===== src/rtl/vaddr_seq_gen.sv =====
// Per-element address generator for RVV unit-stride and strided vector loads/stores.
// Takes one descriptor (base, stride, width, mop, vl) and streams LANES addresses per beat.
//
// Ports:
//   i_clk, i_rst                        clock, synchronous active-high reset
//   i_cmd_valid / o_cmd_ready           descriptor handshake (ready only while idle)
//   i_base, i_stride                    base address, byte stride (strided mode only)
//   i_width, i_mop, i_vl                EEW code, addressing mode, element count
//   i_abort                             kill the running operation
//   o_addr_valid / i_addr_ready         beat handshake towards the LSU
//   o_addr                              lane i address in bits [i*XLEN +: XLEN]
//   o_lane_mask, o_elem_idx, o_last     lane qualifiers, lane-0 element index, final beat
//   o_done, o_err                       one-cycle completion / rejection pulses
module vaddr_seq_gen #(
    parameter int LANES = 4,
    parameter int XLEN  = 32,
    parameter int VL_W  = 8
) (
    input  logic                   i_clk,
    input  logic                   i_rst,
    input  logic                   i_cmd_valid,
    output logic                   o_cmd_ready,
    input  logic [XLEN-1:0]        i_base,
    input  logic [XLEN-1:0]        i_stride,
    input  logic [2:0]             i_width,
    input  logic [1:0]             i_mop,
    input  logic [VL_W-1:0]        i_vl,
    input  logic                   i_abort,
    output logic                   o_addr_valid,
    input  logic                   i_addr_ready,
    output logic [LANES*XLEN-1:0]  o_addr,
    output logic [LANES-1:0]       o_lane_mask,
    output logic [VL_W-1:0]        o_elem_idx,
    output logic                   o_last,
    output logic                   o_done,
    output logic                   o_err
);

    // One extra bit so idx+lane and idx+LANES never overflow near vl max.
    localparam int IW = VL_W + 1;

    typedef enum logic {
        S_IDLE = 1'b0,
        S_RUN  = 1'b1
    } state_t;

    state_t            r_state;
    state_t            w_state_nxt;
    logic [XLEN-1:0]   r_cur;
    logic [XLEN-1:0]   w_cur_nxt;
    logic [XLEN-1:0]   r_step;
    logic [XLEN-1:0]   w_step_nxt;
    logic [VL_W-1:0]   r_idx;
    logic [VL_W-1:0]   w_idx_nxt;
    logic [VL_W-1:0]   r_vl;
    logic [VL_W-1:0]   w_vl_nxt;
    logic              r_done;
    logic              w_done_nxt;
    logic              r_err;
    logic              w_err_nxt;

    logic              w_run;
    logic              w_cmd_fire;
    logic              w_beat_fire;
    logic              w_width_ok;
    logic              w_illegal;
    logic [XLEN-1:0]   w_unit_step;
    logic [XLEN-1:0]   w_step_sel;
    logic              w_last;

    assign w_run       = (r_state == S_RUN);
    assign o_cmd_ready = !w_run;
    assign o_addr_valid = w_run;
    assign w_cmd_fire  = i_cmd_valid && o_cmd_ready;
    assign w_beat_fire = o_addr_valid && i_addr_ready;

    always_comb begin
        w_width_ok  = 1'b1;
        w_unit_step = '0;
        case (i_width)
            3'b000:  w_unit_step = XLEN'(1);
            3'b101:  w_unit_step = XLEN'(2);
            3'b110:  w_unit_step = XLEN'(4);
            default: w_width_ok  = 1'b0;
        endcase
    end

    // Strided mode ignores the width code for step purposes, so it is legal there.
    assign w_illegal  = i_mop[0] || (!w_width_ok && (i_mop != 2'b10));
    assign w_step_sel = (i_mop == 2'b10) ? i_stride : w_unit_step;
    assign w_last     = ({1'b0, r_idx} + IW'(LANES)) >= {1'b0, r_vl};

    always_ff @(posedge i_clk) begin
        if (i_rst) begin
            r_state <= S_IDLE;
            r_cur   <= '0;
            r_step  <= '0;
            r_idx   <= '0;
            r_vl    <= '0;
            r_done  <= 1'b0;
            r_err   <= 1'b0;
        end else begin
            r_state <= w_state_nxt;
            r_cur   <= w_cur_nxt;
            r_step  <= w_step_nxt;
            r_idx   <= w_idx_nxt;
            r_vl    <= w_vl_nxt;
            r_done  <= w_done_nxt;
            r_err   <= w_err_nxt;
        end
    end

    always_comb begin
        w_state_nxt = r_state;
        w_cur_nxt   = r_cur;
        w_step_nxt  = r_step;
        w_idx_nxt   = r_idx;
        w_vl_nxt    = r_vl;
        w_done_nxt  = 1'b0;
        w_err_nxt   = 1'b0;
        case (r_state)
            S_IDLE: begin
                if (w_cmd_fire) begin
                    if (w_illegal) begin
                        w_err_nxt = 1'b1;
                    end else if (i_vl == '0) begin
                        w_done_nxt = 1'b1;
                    end else begin
                        w_cur_nxt   = i_base;
                        w_step_nxt  = w_step_sel;
                        w_idx_nxt   = '0;
                        w_vl_nxt    = i_vl;
                        w_state_nxt = S_RUN;
                    end
                end
            end
            S_RUN: begin
                // Abort wins over a simultaneous handshake: beat consumed, no done.
                if (i_abort) begin
                    w_state_nxt = S_IDLE;
                end else if (w_beat_fire) begin
                    w_cur_nxt = r_cur + (r_step * XLEN'(LANES));
                    w_idx_nxt = r_idx + VL_W'(LANES);
                    if (w_last) begin
                        w_state_nxt = S_IDLE;
                        w_done_nxt  = 1'b1;
                    end
                end
            end
            default: w_state_nxt = S_IDLE;
        endcase
    end

    // Beat outputs depend only on registers, so they stay stable under backpressure.
    always_comb begin
        o_addr      = '0;
        o_lane_mask = '0;
        o_elem_idx  = '0;
        o_last      = 1'b0;
        if (w_run) begin
            o_elem_idx = r_idx;
            o_last     = w_last;
            for (int i = 0; i < LANES; i++) begin
                o_addr[i*XLEN +: XLEN] = r_cur + (XLEN'(i) * r_step);
                o_lane_mask[i] = ({1'b0, r_idx} + IW'(i)) < {1'b0, r_vl};
            end
        end
    end

    assign o_done = r_done;
    assign o_err  = r_err;

endmodule

===== config.mk =====
export PLATFORM = sky130hd
export DESIGN_NAME = vaddr_seq_gen
export DESIGN_NICKNAME = d
export VERILOG_FILES = /design/src/rtl/vaddr_seq_gen.sv
export SDC_FILE = /design/constraint.sdc
export NUM_CORES = 1
export LEC_CHECK = 0
export CAP_MARGIN = 0
export CORE_MARGIN = 4
export CORE_UTILIZATION = 45
export CTS_BUF_LIST = sky130_fd_sc_hd__clkbuf_4 sky130_fd_sc_hd__clkbuf_8 sky130_fd_sc_hd__clkbuf_16
export CTS_CLUSTER_DIAMETER = 200
export DETAILED_ROUTE_END_ITERATION = 16
export PLACE_DENSITY = 0.79
export SETUP_SLACK_MARGIN = 0.05
export SLEW_MARGIN = 20
export SYNTH_ARGS = -nofsm -noshare
export SYNTH_HDL_FRONTEND = slang
export SYNTH_SLANG_ARGS = --single-unit

===== constraint.sdc =====
create_clock -name i_clk -period 5.16 [get_ports i_clk]
set_clock_uncertainty 0.05 [all_clocks]
set_input_delay 1.29 -clock i_clk [delete_from_list [all_inputs] [get_ports i_clk]]
set_output_delay 1.29 -clock i_clk [all_outputs]
set_load 0.01 [all_outputs]

=== Word level (Yosys, flattened, before mapping) ===
Cells that the tools add are included.
W data, S select, Z words.

* Bits in registers: 83
* Bits of input ports: 82
* Output and inout bits: 145
* Word-level logic and storage cells: 81

* Add/sub/neg operators: 9
* Multiply operators: 1
* Order comparisons: 5
* Eq/ne operators: 9
* Multiplexer cells: 34
* Bitwise logic cells: 4
* Reduce and logical (&&, ||, !) cells: 12

{| class="wikitable"
|+ Operators by type and width
! kind !! number
|-
| $mux W32 || 6
|-
| $add A32 B32 Y32 || 4
|-
| $mux W128 || 1
|-
| $pmux W32 S2 || 1
|-
| $mux W8 || 6
|-
| $mul A2 B32 Y32 const A || 1
|-
| $lt A9 B8 Y1 || 3
|-
| $add A8 B2 Y9 const B || 2
|-
| $pmux W8 S2 || 1
|-
| $mux W1 || 15
|-
| $ne A2 B2 Y1 const B || 5
|-
| $add A8 B1 Y9 const B || 1
|-
| $add A8 B3 Y9 const B || 1
|-
| $ge A9 B8 Y1 || 1
|-
| $pmux W3 S3 || 1
|-
| $add A8 B3 Y8 const B || 1
|-
| $logic_not A8 Y1 || 1
|-
| $lt A8 B8 Y1 || 1
|-
| $eq A3 B3 Y1 const B || 2
|-
| $reduce_or A3 Y1 || 2
|-
| $reduce_and A5 Y1 || 1
|-
| $mux W4 || 1
|-
| $not A1 Y1 || 4
|-
| $pmux W1 S2 || 2
|-
| 7 further kinds || 10
|}

=== Depth between registers and ports, before layout ===
* Word-level depth: 9
* Depth in mapped cells: 12
* Gate-level depth less buffers: 12

=== Least setup slack after synthesis ===
Ideal clock, no wire load.

* Kind: reg2out
* From: reg r_step[1]
* To: out o_addr[120]
* Data arrival time: 3.488 ns
* Required time: 3.820 ns
* Setup slack: 0.332 ns
* Cell stages (with the launch flop): 12
* Buffers on the path: 0
* Cells stage by stage: dfxtp_1 fa_1 ha_1 a211oi_1 nor2_1 o31a_1 a2111oi_0 o31ai_1 a31oi_1 o21bai_1 a21oi_1 mux2i_1

* Cells in the longest elaborated chain, start to end: 3

{| class="wikitable"
|+ Ends and longest elaborated chain
! item !! line !! source
|-
| start: declaration || 51 || <nowiki>logic [XLEN-1:0] r_step;</nowiki>
|-
| start signal: assignment || 105 || <nowiki>r_step <= w_step_nxt;</nowiki>
|-
| $mul A2 B32 Y32 || 164 || <nowiki>o_addr[i*XLEN +: XLEN] = r_cur + (XLEN'(i) * r_step);</nowiki>
|-
| $add A32 B32 Y32 || 164 ||
|-
| $mux W128 || 160 || <nowiki>if (w_run) begin</nowiki>
|-
| end: declaration || 31 || <nowiki>output logic [LANES*XLEN-1:0] o_addr,</nowiki>
|}

Every way passes these cells.

=== Worst setup path after layout ===
* From: reg r_cur[2]
* To: out o_addr[112]

* Cells in the longest elaborated chain, start to end: 2

{| class="wikitable"
|+ Ends and longest elaborated chain
! item !! line !! source
|-
| start: declaration || 49 || <nowiki>logic [XLEN-1:0] r_cur;</nowiki>
|-
| start signal: assignment || 104 || <nowiki>r_cur <= w_cur_nxt;</nowiki>
|-
| $add A32 B32 Y32 || 164 ||
|-
| $mux W128 || 160 ||
|}

Every way passes these cells.

==> impl_metrics.py <==
metrics = {
    "detailed_routing": {
        "drt_iter0_drc": 1225,
        "first_pass_iters": 6,
        "viasPerCell": 6.02,
        "wire_per_inst_um": 19.4,
        "drcViolationCount": 0,
        "wirelength_mm": 40.8,
        "ant_nets": 0,
        "vias": 12600,
    },
    "grt": {
        "overflow": 0,
        "use_met3_pct": 4.55,
        "grt_usage_pct": 27.9,
        "grt_pass1_wl_mm": 64.4,
        "grt_pass1_vias": 12100,
        "grt_max_degree": 72,
        "use_met1_pct": 39.5,
        "antenna_found_initial": 2,
        "use_met2_pct": 44.1,
        "grt-busiest-layer": "met2",
    },
    "critical_path": {
        "endpoint_kind": "output port",
        "cp_slowest_cell": "fa_2",
        "cpMostUsedCell": "nor2_1",
        "required_ns": 3.82,
        "cpPeakStageDelay_ns": 0.60,
        "r2r_slack_ns": 1.45,
        "critical_path_class": "flop to output port",
        "worstPathCellList": "fa_2, ha_4, a211oi_4, nor2_2, o31a_1, a2111oi_2, buf_4, nor2_1, a21o_1, a21oi_1, xor2_1, nor2_1, dlygate4sd2_1",
        "cp_data_arrival_time_ns": 3.67,
        "critPathBufInv": 2,
        "cp_top_family": "compound AO/OA/AOI/OAI gates",
        "start_kind": "flop",
        "crit_fanout": 2,
    },
    "power_and_ir_drop": {
        "leakage_nw": 6.64,
        "peakVddDrop_mv": 0.157,
        "power.density_mw_per_mm2": 139,
    },
    "timing": {
        "report.final.slew_viol_count": 0,
        "setup_tns_ns": 0,
        "hold_viol": 0,
        "setup_violations": 0,
        "period_minus_slack_ns": 5.01,
        "period_share_pct": 97.1,
        "rsz0062_at_grt": "yes",
        "fmax_mhz": 200,
        "slew_headroom_pct": 48.3,
        "tightest_slew_ns": 0.776,
    },
    "worst_hold_path": {
        "hp-class": "flop to flop",
    },
    "clocking": {
        "cts_root_buf": "clkbuf_16",
        "cts_max_level": 3,
        "cts_buffers": 9,
        "clock-sinks": 81,
        "cts.path.max_buffers": 2,
        "cts_tree": "built",
        "clkLatencyLatePin_ns": 0.35,
        "clk_pin_slew_worst_paths_ns": 0.06,
    },
    "synthesis": {
        "async_reset_ff_share_pct": 0,
        "syn_avg_cell_area_sq_um": 7.50,
        "ys.flop_type": "dfxtp_1",
        "synth_fa_ha_area_share_pct": 21.8,
        "synth-seq-area-share_pct": 14.3,
        "yosysWarnings": 0,
        "synth_simple_gate_area_share_pct": 22.8,
        "ys_types": 70,
        "syn_area_sq_mm": 0.0113,
        "yosys-top-cells-area": "ha_1, dfxtp_1, a21oi_1",
        "synth_xor_area_share_pct": 7.56,
        "synth_cells": 1514,
        "ys_ff_latch": 81,
        "netlist.top_cell.by_area": "ha_1",
        "synth_top_area_share_pct": 15.8,
        "synth.area.mux_share_pct": 1.59,
        "synth_top_family_by_area": "compound AO/OA/AOI/OAI gates",
        "synth-edff-count": 0,
        "synth_compound_area_share_pct": 27.9,
    },
    "finish": {
        "final_nets": 2029,
        "stdcell_area_sq_mm": 0.0151,
        "n_antenna_cell": 0,
        "drive_gt1_share_pct": 10.9,
        "syn_to_final_growth_pct": 32.8,
    },
    "placed_design": {
        "portBuffers": 224,
        "dpl-instance-area_sq_mm": 0.0144,
        "dp_hpwl_mm": 32.6,
        "routabilityCongestion": 1.03,
    },
    "die": {
        "ios": 227,
        "die-area_sq_mm": 0.0278,
        "initial_core_util_pct": 46.3,
        "die_y_um": 167,
        "core_sq_mm": 0.0245,
        "fp.dieW_um": 167,
        "num_rows": 57,
    },
    "job": {
        "drv_cap": 0,
    },
    "run_status": {
        "status": "finished clean",
    },
}
cells in the mapped netlist, drive strengths merged, types with 7 or more instances:
master	number
a2111oi	7
a211o	8
a211oi	37
a21o	61
a21oi	168
a22oi	9
a31oi	17
and2	52
and3	10
buf	10
clkbuf	67
dfxtp	81
fa	34
ha	143
inv	40
mux2i	18
nand2	110
nand2b	24
nand3	58
nand4	14
nor2	169
nor2b	18
nor3	29
nor3b	11
nor4	9
o211ai	11
o21a	25
o21ai	68
o21bai	19
o22ai	7
o31ai	9
or2	7
xnor2	60
xor2	38
stage by stage:
step	instances	hold slack (ns)	setup slack, ns	utilization, %	total power, mW
floorplan	1515	0.386	0.332	-	1.12
global placement	2073	0.395	-0.0947	58.6	1.39
detailed placement	2073	0.398	-0.185	58.6	1.40
CTS	2095	0.406	0.0314	60.5	2.07
global route	2099	0.431	0.0339	61.4	2.19
finish	2099	0.410	0.150	61.4	2.09
path summary, 6_finish.rpt:
kind	start	endpoint	cells past startpoint
worst min-delay path	r_vl[4]	r_vl[4]	2
worst max register to register	r_cur[2]	r_cur[30]	12
worst max-delay path	r_cur[2]	o_addr[112]	13
worst min register to register	r_vl[4]	r_vl[4]	2
state kept, by name, indices dropped and copies added (netlist names):
| register | cells |
|---|---|
| o_addr_valid | 1 |
| r_vl | 8 |
| o_err | 1 |
| r_idx | 6 |
| r_cur | 32 |
| r_step | 32 |
| o_done | 1 |
worst reg2reg max path: cells and delay by family (launching register included):
family | cells | cell delay, ns
compound gates | 7 | 2.14
fa+ha+maj | 2 | 0.68
buf+inv | 1 | 0.16
flops | 1 | 0.33
xor+xnor | 1 | 0.12
simple gates | 1 | 0.14
layout make-up:
cell class                 instances  area, sq um
clock buffer                      12          254
timing repair buffer             321         2950
tap                              324          405
sequential                        81         1640
inverter                          41          155
multi-input combinational       1316         9620
fill                            2213         9460
clock inverter                     4         52.6
per-layer routing:
metal,vias to the layer above,share of wire (%)
met3,81,8.9
met1,5942,44
met2,595,45
li1,6021,-
met4,4,2.5
met5,-,0.066
cells by family (layout without fill, tap and decap cells):
group | Yosys count | after routing
and+or+nand+nor | 535 | 535
AOI/OAI and AO/OA | 486 | 486
DFF | 81 | 81
buffers and inverters | 118 | 378
adders and majority gates | 177 | 177
other | 1 | 2
muxes | 18 | 18
xor gates and xnor gates | 98 | 98
timing repair:
item / 4_1_cts / 5_1_grt
setup endpoints to repair: 30 / 37
hold buffers: 0 / 0
pin swaps: 19 / 39
setup buffers: 6 / 5
gates resized for setup: 70 / 57
power by group:
part | total [mW] | internal (mW) | switching (mW) | leakage, nW
combinational | 0.728 | 0.318 | 0.410 | 5.84
clock | 0.667 | 0.399 | 0.268 | 0.142
sequential | 0.699 | 0.653 | 0.0454 | 0.663
total | 2.09 | 1.37 | 0.723 | 6.64
placed cells by master, fill, tap and decap left out, drive strengths merged, types with 40 or more instances in the layout:
cell and n:
and2 52, o21ai 68, xnor2 60, nor2 169
clkdlybuf4s50 193, nand2 110, buf 104, dfxtp 81
inv 40, a21o 61, a21oi 168, nand3 58
ha 143
Note: power is estimated with default switching activity, not from simulation.
